## config.mk

```make
export PLATFORM = sky130hd
export DESIGN_NAME = add_h_border
export DESIGN_NICKNAME = d
export VERILOG_FILES = /design/src/rtl/add_h_border.sv
export SDC_FILE = /design/constraint.sdc
export NUM_CORES = 1
export LEC_CHECK = 0
export CORE_MARGIN = 2
export CORE_UTILIZATION = 47
export DETAILED_ROUTE_END_ITERATION = 6
export HOLD_SLACK_MARGIN = 0.03
export PLACE_DENSITY = 0.89
export SYNTH_ARGS = -nofsm -noshare
export SYNTH_HDL_FRONTEND = slang
export SYNTH_SLANG_ARGS = --single-unit
```

## constraint.sdc

```tcl
create_clock -name clk -period 2.8 [get_ports clk]
set_input_delay 0.56 -clock clk [delete_from_list [all_inputs] [get_ports clk]]
set_output_delay 0.56 -clock clk [all_outputs]
set_load 0.02 [all_outputs]
```

## src/rtl/add_h_border.sv

```systemverilog
`default_nettype none
// ============================================================================
// Module   : add_h_border
// Purpose  : Multi-flux horizontal border inserter. Each block row is wrapped
//            with one left and one right padding word; one flux served/cycle.
//            Define ADD_H_ZERO_PAD_EN for zero padding instead of edge copy.
// Revision : 1.0
// ============================================================================
module add_h_border #(
    parameter int FLUX   = 2,
    parameter int N_TAP  = 8,
    parameter int PEL_W  = 8,
    parameter int SIZE_W = 7,
    parameter int TAG_W  = $clog2(FLUX)
) (
    input  logic                         clk,
    input  logic                         rst,
    input  logic [TAG_W+N_TAP*PEL_W-1:0] in_pel_dout,
    input  logic [FLUX-1:0]              in_pel_empty,
    output logic [FLUX-1:0]              in_pel_read,
    input  logic [TAG_W+SIZE_W-1:0]      ext_size_dout,
    input  logic [FLUX-1:0]              ext_size_empty,
    output logic [FLUX-1:0]              ext_size_read,
    output logic [TAG_W+N_TAP*PEL_W-1:0] out_pel_din,
    input  logic [FLUX-1:0]              out_pel_full,
    output logic                         out_pel_write
);
    localparam int WORD_W = N_TAP * PEL_W;
    localparam int CNT_W  = SIZE_W + 1;
    localparam logic [CNT_W-1:0] C_STEP = CNT_W'(N_TAP);
    localparam logic [CNT_W-1:0] C_ONE  = CNT_W'(1);

    typedef enum logic [1:0] {
        S_IDLE  = 2'd0,
        S_LEFT  = 2'd1,
        S_MID   = 2'd2,
        S_RIGHT = 2'd3
    } state_t;

    state_t            state_q [FLUX];
    state_t            state_d [FLUX];
    logic [SIZE_W-1:0] max_q   [FLUX];
    logic [SIZE_W-1:0] max_d   [FLUX];
    logic [SIZE_W-1:0] cnt_h_q [FLUX];
    logic [SIZE_W-1:0] cnt_h_d [FLUX];
    logic [SIZE_W-1:0] cnt_v_q [FLUX];
    logic [SIZE_W-1:0] cnt_v_d [FLUX];
`ifndef ADD_H_ZERO_PAD_EN
    logic [PEL_W-1:0]  last_pel_q [FLUX];
    logic [PEL_W-1:0]  last_pel_d [FLUX];
`endif

    logic [WORD_W-1:0] w_word;
    logic [WORD_W-1:0] w_pad_left;
    logic [SIZE_W-1:0] w_size;
    logic [FLUX-1:0]   w_elig;
    logic              w_found;
    logic [CNT_W-1:0]  w_h_next;
    logic [CNT_W-1:0]  w_v_next;
    logic              w_unused_tags;

    assign w_word        = in_pel_dout[WORD_W-1:0];
    assign w_size        = ext_size_dout[SIZE_W-1:0];
    assign w_unused_tags = ^{in_pel_dout[TAG_W+WORD_W-1:WORD_W],
                             ext_size_dout[TAG_W+SIZE_W-1:SIZE_W]};

`ifdef ADD_H_ZERO_PAD_EN
    assign w_pad_left = '0;
`else
    assign w_pad_left = {N_TAP{w_word[PEL_W-1:0]}};
`endif

    // LEFT still waits for pel data so a row never starts ahead of its pixels
    always_comb begin
        for (int f = 0; f < FLUX; f++) begin
            case (state_q[f])
                S_IDLE:  w_elig[f] = !ext_size_empty[f];
                S_LEFT,
                S_MID:   w_elig[f] = !in_pel_empty[f] && !out_pel_full[f];
                default: w_elig[f] = !out_pel_full[f];
            endcase
        end
    end

    always_comb begin
        for (int f = 0; f < FLUX; f++) begin
            state_d[f]    = state_q[f];
            max_d[f]      = max_q[f];
            cnt_h_d[f]    = cnt_h_q[f];
            cnt_v_d[f]    = cnt_v_q[f];
`ifndef ADD_H_ZERO_PAD_EN
            last_pel_d[f] = last_pel_q[f];
`endif
        end
        in_pel_read   = '0;
        ext_size_read = '0;
        out_pel_write = 1'b0;
        out_pel_din   = '0;
        w_found       = 1'b0;
        w_h_next      = '0;
        w_v_next      = '0;

        for (int f = 0; f < FLUX; f++) begin
            if (!w_found && w_elig[f]) begin
                w_found = 1'b1;
                case (state_q[f])
                    S_IDLE: begin
                        ext_size_read[f] = 1'b1;
                        max_d[f]         = w_size;
                        cnt_h_d[f]       = '0;
                        cnt_v_d[f]       = '0;
                        state_d[f]       = (w_size == '0) ? S_IDLE : S_LEFT;
                    end
                    S_LEFT: begin
                        out_pel_write = 1'b1;
                        out_pel_din   = {TAG_W'(f), w_pad_left};
                        state_d[f]    = S_MID;
                    end
                    S_MID: begin
                        in_pel_read[f] = 1'b1;
                        out_pel_write  = 1'b1;
                        out_pel_din    = {TAG_W'(f), w_word};
`ifndef ADD_H_ZERO_PAD_EN
                        last_pel_d[f]  = w_word[WORD_W-1 -: PEL_W];
`endif
                        // Extra bit keeps the compare exact at the largest width
                        w_h_next = {1'b0, cnt_h_q[f]} + C_STEP;
                        if (w_h_next == {1'b0, max_q[f]}) begin
                            state_d[f] = S_RIGHT;
                            cnt_h_d[f] = '0;
                        end else begin
                            cnt_h_d[f] = w_h_next[SIZE_W-1:0];
                        end
                    end
                    default: begin
                        out_pel_write = 1'b1;
`ifdef ADD_H_ZERO_PAD_EN
                        out_pel_din   = {TAG_W'(f), {WORD_W{1'b0}}};
`else
                        out_pel_din   = {TAG_W'(f), {N_TAP{last_pel_q[f]}}};
`endif
                        w_v_next   = {1'b0, cnt_v_q[f]} + C_ONE;
                        cnt_v_d[f] = w_v_next[SIZE_W-1:0];
                        state_d[f] = (w_v_next == {1'b0, max_q[f]}) ? S_IDLE : S_LEFT;
                    end
                endcase
            end
        end
    end

    always_ff @(posedge clk) begin
        for (int f = 0; f < FLUX; f++) begin
            if (rst) begin
                state_q[f]    <= S_IDLE;
                max_q[f]      <= '0;
                cnt_h_q[f]    <= '0;
                cnt_v_q[f]    <= '0;
`ifndef ADD_H_ZERO_PAD_EN
                last_pel_q[f] <= '0;
`endif
            end else begin
                state_q[f]    <= state_d[f];
                max_q[f]      <= max_d[f];
                cnt_h_q[f]    <= cnt_h_d[f];
                cnt_v_q[f]    <= cnt_v_d[f];
`ifndef ADD_H_ZERO_PAD_EN
                last_pel_q[f] <= last_pel_d[f];
`endif
            end
        end
    end

endmodule
`default_nettype wire

```

Word-level counts from Yosys, hierarchy flattened
Memory sizes are Yosys's and may differ from the RTL's.
Cells that the tools add are included.

storage, ports and cells
  memories = 5
  logic and storage cells = 101
  memory bits (writable) = 62
  bits in registers = 0

memory list
  memory      depth  bits a word  read ports  clocked after memory_dff  wr ports  RTL line  source
  last_pel_q  2      8            2           0                         2         49        logic [PEL_W-1:0] last_pel_q [FLUX];
  cnt_h_q     2      7            2           0                         2         44        logic [SIZE_W-1:0] cnt_h_q [FLUX];
  cnt_v_q     2      7            2           0                         2         46        logic [SIZE_W-1:0] cnt_v_q [FLUX];
  max_q       2      7            2           0                         2         42        logic [SIZE_W-1:0] max_q [FLUX];
  state_q     2      2            2           0                         2         40        state_t state_q [FLUX];

cells by class
  reduce and logical (&&, ||, !) cells = 15
  multiplexer cells = 59
  add/sub/neg operators = 4
  bitwise gates (word level) = 10
  equality and inequality tests = 8

operators by type and width
  kind                 number
  $pmux 65 s3          1
  $pmux 64 s3          1
  $mux 7               16
  $mux 65              1
  $mux 64              1
  $pmux 7 s2           4
  $mux 8               6
  $eq 8x7->1           4
  $mux 1               19
  $add 7x1->8 const B  2
  $add 7x4->8 const B  2
  $mux 2               6
  $pmux 2 s3           2
  $or 1x1->1           10
  $logic_not 1->1      7
  $logic_not 7->1      1
  $eq 2x1->1 const B   2
  $eq 2x2->1 const B   2
  $logic_not 2->1      2
  $pmux 1 s2           2
  $reduce_or 2->1      2
  $logic_and 1x1->1    3

Longest topological paths before layout
Gate-level depths: netlist of run 1.
An unclocked memory read counts as a cell.

  word-level depth = 9
  depth in mapped cells = 9
  depth with buffers taken out = 7

Worst setup path after synthesis of run 1
No wires, ideal clock.

  path kind = reg-to-output
  start point = memory state_q[0][0] (netlist name)
  end point = output port out_pel_din[14]
  required time = 2.240 ns
  setup slack = 0.083 ns
  cell stages (with the launch flop) = 9
  arrival time = 2.157 ns
  cells stage by stage = dfxtp_1 > inv_1 > ha_1 > nor2b_1 > o21bai_2 > o211ai_1 > clkbuf_1 > clkbuf_1 > o22ai_1

RTL lines
  what         RTL line  source
  from (decl)  40
  to (decl)    24        output logic [TAG_W+N_TAP*PEL_W-1:0] out_pel_din,

Worst setup path after layout of run 1
  start point = input port in_pel_empty[1]
  end point = output port out_pel_din[19]

between the ends
  cells in the longest elaborated chain, start to end = 5

RTL lines
  what               RTL line  source
  from (decl)        19        input logic [FLUX-1:0] in_pel_empty,
  $logic_not 1->1    79        S_MID: w_elig[f] = !in_pel_empty[f] && !out_pel_full[f];
  $logic_and 1x1->1  79
  $pmux 1 s2         76        case (state_q[f])
  $logic_and 1x1->1  104       if (!w_found && w_elig[f]) begin
  $mux 65            104

No other way between the ends.

==> results of run 1 <==
cells in the final DEF, fill, tap and decap left out, types with 17 or more instances in the layout:
cell type	netlist	routed
buf_2	5	34
nor2_1	42	40
buf_4	0	75
xnor2_1	17	17
a21oi_1	150	145
mux2i_1	23	23
o22ai_1	66	48
nand3_1	22	22
clkdlybuf4s50_1	0	77
nand2_1	35	34
dfxtp_1	56	53
sequential cells by signal, summed over array words and instances, names as in the netlist:
register,count
last_pel_q,16
cnt_v_q,14
max_q,14
cnt_h_q,8
state_q,4
power groups by stage:
stage / registers (W) / clock network (W) / logic (W)
6_report: 0.000997 / 0.000493 / 0.00437
5_1_grt: 0.00100 / 0.000525 / 0.00463
4_1_cts: 0.000988 / 0.000499 / 0.00387
3_5_place_dp: 0.00100 / 0 / 0.00392
3_3_place_gp: 0.000994 / 0 / 0.00377
2_1_floorplan: 0.000971 / 0 / 0.00228
repair_timing:
| action | in CTS | in global routing |
|---|---|---|
| pin swaps | 1 | 2 |
| resized for setup | 300 | 71 |
| hold buffers | 0 | 0 |
| setup endpoints to repair | 70 | 68 |
| buffers inserted | 3 | 2 |
| gates cloned | 2 | 2 |
worst max path at each step:
stage,start,to,slack [ps]
2_1_floorplan,state_q[0][0],out_pel_din[14],80
6_report,in_pel_empty[1],out_pel_din[19],-20
3_3_place_gp,in_pel_empty[0],out_pel_din[10],-460
3_5_place_dp,in_pel_empty[0],out_pel_din[18],-530
5_1_grt,state_q[1][1],out_pel_din[38],-60
4_1_cts,state_q[0][0],out_pel_din[18],-20
logic make-up (layout without fill, tap and decap cells):
kind of cell,count (synthesis),count (layout),share of synthesized area
compound gates,298,298,0.389
xor+xnor,25,25,0.0484
fa+ha+maj,12,12,0.0332
buf+inv,61,230,0.0536
flops,56,56,0.248
mux,24,24,0.0533
simple gates,155,155,0.175
worst reg2reg max path, stage by stage, from the launching register on:
cell and delay (ps):
dfxtp_2 380, inv_1 70, ha_1 290, nand2b_1 70, a21oi_2 170, o211ai_1 170, buf_4 190, buf_12 150
buf_4 180, or4b_1 520, a21oi_1 160
cell type report:
class	instances	area [um2]
Multi-Input combinational cell	514	3410
Fill cell	724	2550
Tap cell	129	161
Clock buffer	5	68.8
Inverter	11	41.3
Timing Repair Buffer	211	1900
Clock inverter	3	33.8
Sequential cell	56	1120
metal layers:
| layer | share of wire | vias up | track usage |
|---|---|---|---|
| met2 | 0.47 | 377 | 0.533 |
| met5 | 0 | - | 0 |
| met4 | 0.054 | 0 | 0.157 |
| met1 | 0.39 | 2865 | 0.391 |
| li1 | - | 2755 | - |
| met3 | 0.086 | 94 | 0.0547 |
stage by stage:
step,total power [W],hold WS (ps)
3_3_place_gp,0.00477,443
5_1_grt,0.00616,511
6_report,0.00586,481
2_1_floorplan,0.00325,436
3_5_place_dp,0.00492,447
4_1_cts,0.00536,477
==> flow_metrics.tcl, run 1 <==
set metrics [dict create \
    status "finished, violations left" \
    violations "setup timing" \
    grt_pass1_vias 5480 \
    numClockSinks 56 \
    min_path_cells 2 \
    diodes 0 \
    p_switching_w 0.00294 \
    crit_family "buffers and inverters" \
    grt_max_degree 59 \
    synth-main-ff-cell "dfxtp_1" \
    placed_cells 912 \
    hold_violations 0 \
    setup.worst_path.class "input port to output pin" \
    r2r_cells 10 \
    crit_fanout 11 \
    drtAntennaViolNets 0 \
    htree_levels 2 \
    synth_nets 724 \
    synth-seq-area-share 0.248 \
    critical_path_depth 8 \
    yosys_warnings 0 \
    hp-start "last_pel_q[0][3]" \
    dieHeight_um 102 \
    p_comb_frac 0.746 \
    num_vias 6091 \
    relSlewSlack 0.295 \
    synth_top_area_share 0.248 \
    setup_ws_ps -19.5 \
    hold_end "last_pel_q[0][3]" \
    viasPerCell 6.56 \
    r2r_end "cnt_v_q[1][1]" \
    fin_area_um2 6740 \
    grt_pass1_wl_mm 27.0 \
    pwr-share-clk 0.084 \
    synthTopCellsByArea "dfxtp_1, a21oi_1, o22ai_1, mux2i_1, nor2_1" \
    crit_path_end_kind "output pin" \
    route.detailed.drc 0 \
    min_period_ps 2820 \
    gr-total-overflow 0 \
    antenna_found_initial 0 \
    track_usage 0.317 \
    critPathSlowestCell "clkdlybuf4s50_1" \
    ir_drop_mv 0.381 \
    synthArstFlopShare 0 \
    p_int_w 0.00292 \
    yosysUniqueCellTypes 60 \
    fin_crit_sh 1.01 \
    core-area_um2 9280 \
    cts-root-buf "clkbuf_8" \
    path_cells "clkdlybuf4s50_1 -> nand2b_1 -> a21oi_2 -> o211ai_1 -> buf_6 -> buf_16 -> o22ai_1 -> buf_2" \
    fmax_mhz 355 \
    area.growth.synth_to_final_pct 48.8 \
    synth_most_common_cell "a21oi_1" \
    p_leak_nw 2.66 \
    rsz0062_at_grt "true" \
    sw_frac_of_total 0.501 \
    worstHoldPathType "register to register" \
    postSynthCellCount 631 \
    hpwl_mm 12.5 \
    gp_congestion 0.930 \
    power-per-cell-area_nw_per_um2 869 \
    fp-row-count 35 \
    crit_path_start_kind "input port" \
    routed_wl_mm 18.2 \
    setup_violations 3 \
    drtIter0Drc 540 \
    final_max_slew_viol_count 0 \
    power.share.sequential 0.170 \
    worst-path-buf-inv 4 \
    die_area_um2 10400 \
    final_util 0.725 \
    tritoncts "yes" \
    io_buffer_count 148 \
    synth_edf_count 0 \
    fin_tns_setup_ps -31.3 \
    placed_cell_area_um2 6450 \
    stdcell_count 929 \
    worstPathArrival_ps 2260 \
    yosysTopAreaCell "dfxtp_1" \
    io_pins 151 \
    place_ws_ps -530 \
    rrSetupSlack_ps 370 \
    detail_route.wl_per_cell_um 19.6 \
    initial_utilization 0.488 \
    syn_area_um2 4530 \
    die_w_um 102 \
    synth_common_cells "a21oi_1, o22ai_1, dfxtp_1" \
    worstPathRequired_ps 2240 \
    layout.nets 892 \
    syn_area_per_cell_um2 7.17 \
    clock-skew-final_ps 11.7 \
    worst_slew_pin_slew_ps 1060 \
    drive_gt1_frac 0.249 \
    yosys_register_bits 56 \
    r2r-start "state_q[1][1]" \
    cts_buffer_depth 2 \
    clkTransAtPathRegs_ps 100 \
    cp_slowest_stage_delay_ps 430 \
    clock_latency_ps 320 \
    first_pass_iters 6 \
    maxCapViolations 0 \
    cts_buffers 5 \
]
(Power assumes the default switching activity.)
==> run 2: changes to the inputs <==
--- a/config.mk
+++ b/config.mk
@@ -7,6 +7,7 @@
 export LEC_CHECK = 0
 export CORE_MARGIN = 2
 export CORE_UTILIZATION = 47
+export CTS_CLUSTER_SIZE = 30
 export DETAILED_ROUTE_END_ITERATION = 6
 export HOLD_SLACK_MARGIN = 0.03
 export PLACE_DENSITY = 0.89
==> results of run 2 <==
The final DEF is identical to that of run 1; final timing and power are the same.
==> run 3: changes to the inputs <==
--- a/config.mk
+++ b/config.mk
@@ -11,6 +11,7 @@
 export DETAILED_ROUTE_END_ITERATION = 6
 export HOLD_SLACK_MARGIN = 0.03
 export PLACE_DENSITY = 0.89
+export REMOVE_ABC_BUFFERS = 1
 export SYNTH_ARGS = -nofsm -noshare
 export SYNTH_HDL_FRONTEND = slang
 export SYNTH_SLANG_ARGS = --single-unit
==> run 3 against run 2 <==
  * The flow now finishes without violations
  * Sequential share of layout area increased by 0.35 points
  * Design area decreased by 2.2%
  * Global-route usage decreased by 2.1 points
  * Largest cell class unchanged
==> flow_metrics.tcl, run 3 (same netlist as run 1, synthesis figures left out) <==
set metrics [dict create \
    clock_latency_ps 320 \
    fp-row-count 35 \
    antenna_found_initial 0 \
    clkTransAtPathRegs_ps 100 \
    io_pins 151 \
    nFillCells 718 \
    drt-met1-wl_mm 6.49 \
    p_leak_nw 2.61 \
    met3_wirelength_mm 1.53 \
    worstPathRequired_ps 2240 \
    r2r_cells 10 \
    hpwl_mm 11.6 \
    detail_route.wl_per_cell_um 18.1 \
    p_comb_frac 0.715 \
    r2r_end "state_q[1][0]" \
    crit_fanout 9 \
    layout_commonest_cell "a21oi_1" \
    gp_congestion 0.862 \
    top_regs "last_pel_q: 16 flops, cnt_v_q: 14 flops, max_q: 14 flops" \
    final_max_slew_viol_count 0 \
    setup.worst_path.class "input port to output pin" \
    p_switching_w 0.00275 \
    dr_wl_met2_mm 8.21 \
    viasPerCell 6.32 \
    largest_reg_flops 16 \
    worst_slew_pin_slew_ps 732 \
    cts_buffer_depth 2 \
    regMostFlops "last_pel_q" \
    drtIter0Drc 422 \
    fin_crit_sh 0.978 \
    place_ws_ps -507 \
    routed_wl_mm 16.7 \
    initial_utilization 0.488 \
    die_w_um 102 \
    hold_violations 0 \
    crit_top_cell "buf_4" \
    critPathSlowestCell "clkdlybuf4s50_1" \
    cts-root-buf "clkbuf_8" \
    power-per-cell-area_nw_per_um2 856 \
    die_area_um2 10400 \
    grt_max_degree 41 \
    status "finished, final reports clean" \
    min_path_cells 2 \
    p_int_w 0.00289 \
    critPathLaunch "in_pel_empty[0]" \
    worstHoldPathType "register to register" \
    maxCapViolations 0 \
    tritoncts "yes" \
    core-area_um2 9280 \
    grt_pass1_wl_mm 25.0 \
    power.share.sequential 0.174 \
    ir_drop_mv 0.521 \
    rrSetupSlack_ps 420 \
    track_usage 0.296 \
    worstPathArrival_ps 2180 \
    crit_path_end_kind "output pin" \
    layout.nets 891 \
    route.detailed.drc 0 \
    r2r-start "state_q[0][1]" \
    layout_common_cells "a21oi_1, clkdlybuf4s50_1, o22ai_1" \
    numClockSinks 56 \
    clock-skew-final_ps 12.4 \
    top_layer "met4" \
    cts_buffers 5 \
    fin_tns_setup_ps 0 \
    relSlewSlack 0.512 \
    setup_violations 0 \
    area.growth.synth_to_final_pct 45.6 \
    drtAntennaViolNets 0 \
    min_period_ps 2740 \
    placed_cells 911 \
    drive_gt1_frac 0.226 \
    dieHeight_um 102 \
    grt_pass1_vias 5254 \
    crit_path_start_kind "input port" \
    first_pass_iters 7 \
    gr-total-overflow 0 \
    io_buffer_count 148 \
    setup_ws_ps 61.1 \
    diodes 0 \
    path_cells "clkdlybuf4s50_1 -> nor2b_4 -> o21bai_4 -> o211ai_1 -> buf_4 -> buf_4 -> o22ai_1 -> buf_2" \
    stdcell_count 927 \
    sw_frac_of_total 0.488 \
    pwr-share-clk 0.110 \
    cp_slowest_stage_delay_ps 500 \
    htree_levels 2 \
    num_vias 5855 \
    fin_area_um2 6590 \
    rsz0062_at_grt "true" \
    placed_cell_area_um2 6430 \
    p_total_w 0.00564 \
    fmax_mhz 365 \
    endpoint "out_pel_write" \
]
==> run 3: area by class of cell <==
class	count	area (um2)	share of cell area
clock buffers	5	68.8	0.0104
clock inverters	2	60.1	0.00912
inverters	11	41.3	0.00627
multi-input cells	514	3390	0.514
flip-flops and latches	56	1120	0.171
well taps	129	161	0.0245
repair buffers	210	1750	0.265
==> run 3: power by group through the flow <==
stage	logic [W]	registers [W]	clock network (W)
finish	0.00403	0.000983	0.000622
global route	0.00429	0.000993	0.000662
CTS	0.00388	0.000976	0.000623
detailed placement	0.00389	0.000993	0
global placement	0.00377	0.000985	0
floorplan	0.00219	0.000971	0
==> run 3: worst min-delay path by stage <==
stage                startpoint                to
6_report       last_pel_q[0][3]  last_pel_q[0][3]
4_1_cts        last_pel_q[0][2]  last_pel_q[0][2]
5_1_grt        last_pel_q[0][3]  last_pel_q[0][3]
2_1_floorplan  last_pel_q[0][0]  last_pel_q[0][0]
3_3_place_gp   last_pel_q[0][1]  last_pel_q[0][1]
3_5_place_dp   last_pel_q[0][2]  last_pel_q[0][2]
==> run 3: per-layer routing <==
layer  global-route usage  vias up
met1                0.341     2746
met2                0.543      319
li1                     -     2735
met3               0.0513       55
met5                    0        -
met4                0.113        0
==> run 3: stage by stage <==
stage / utilization / hold slack, ps
after CTS: 0.711 / 477
after global routing: 0.710 / 516
after detailed placement: 0.693 / 447
final: 0.710 / 494
after global placement: 0.693 / 444
after floorplan: - / 430
==> run 3: critical path: cells and delay by family <==
kind	cells	cell delay [ps]
AND/OR/NAND/NOR	1	60
buffers and inverters	4	1060
AO/OA/AOI/OAI	3	490
==> run 3: what timing repair did <==
action	CTS	global route
hold buffers	0	0
setup endpoints to repair	70	68
cloned	2	0
gates resized for setup	268	69
pin swaps	2	4
setup buffers	4	3
endpoints found under the hold margin	0	0
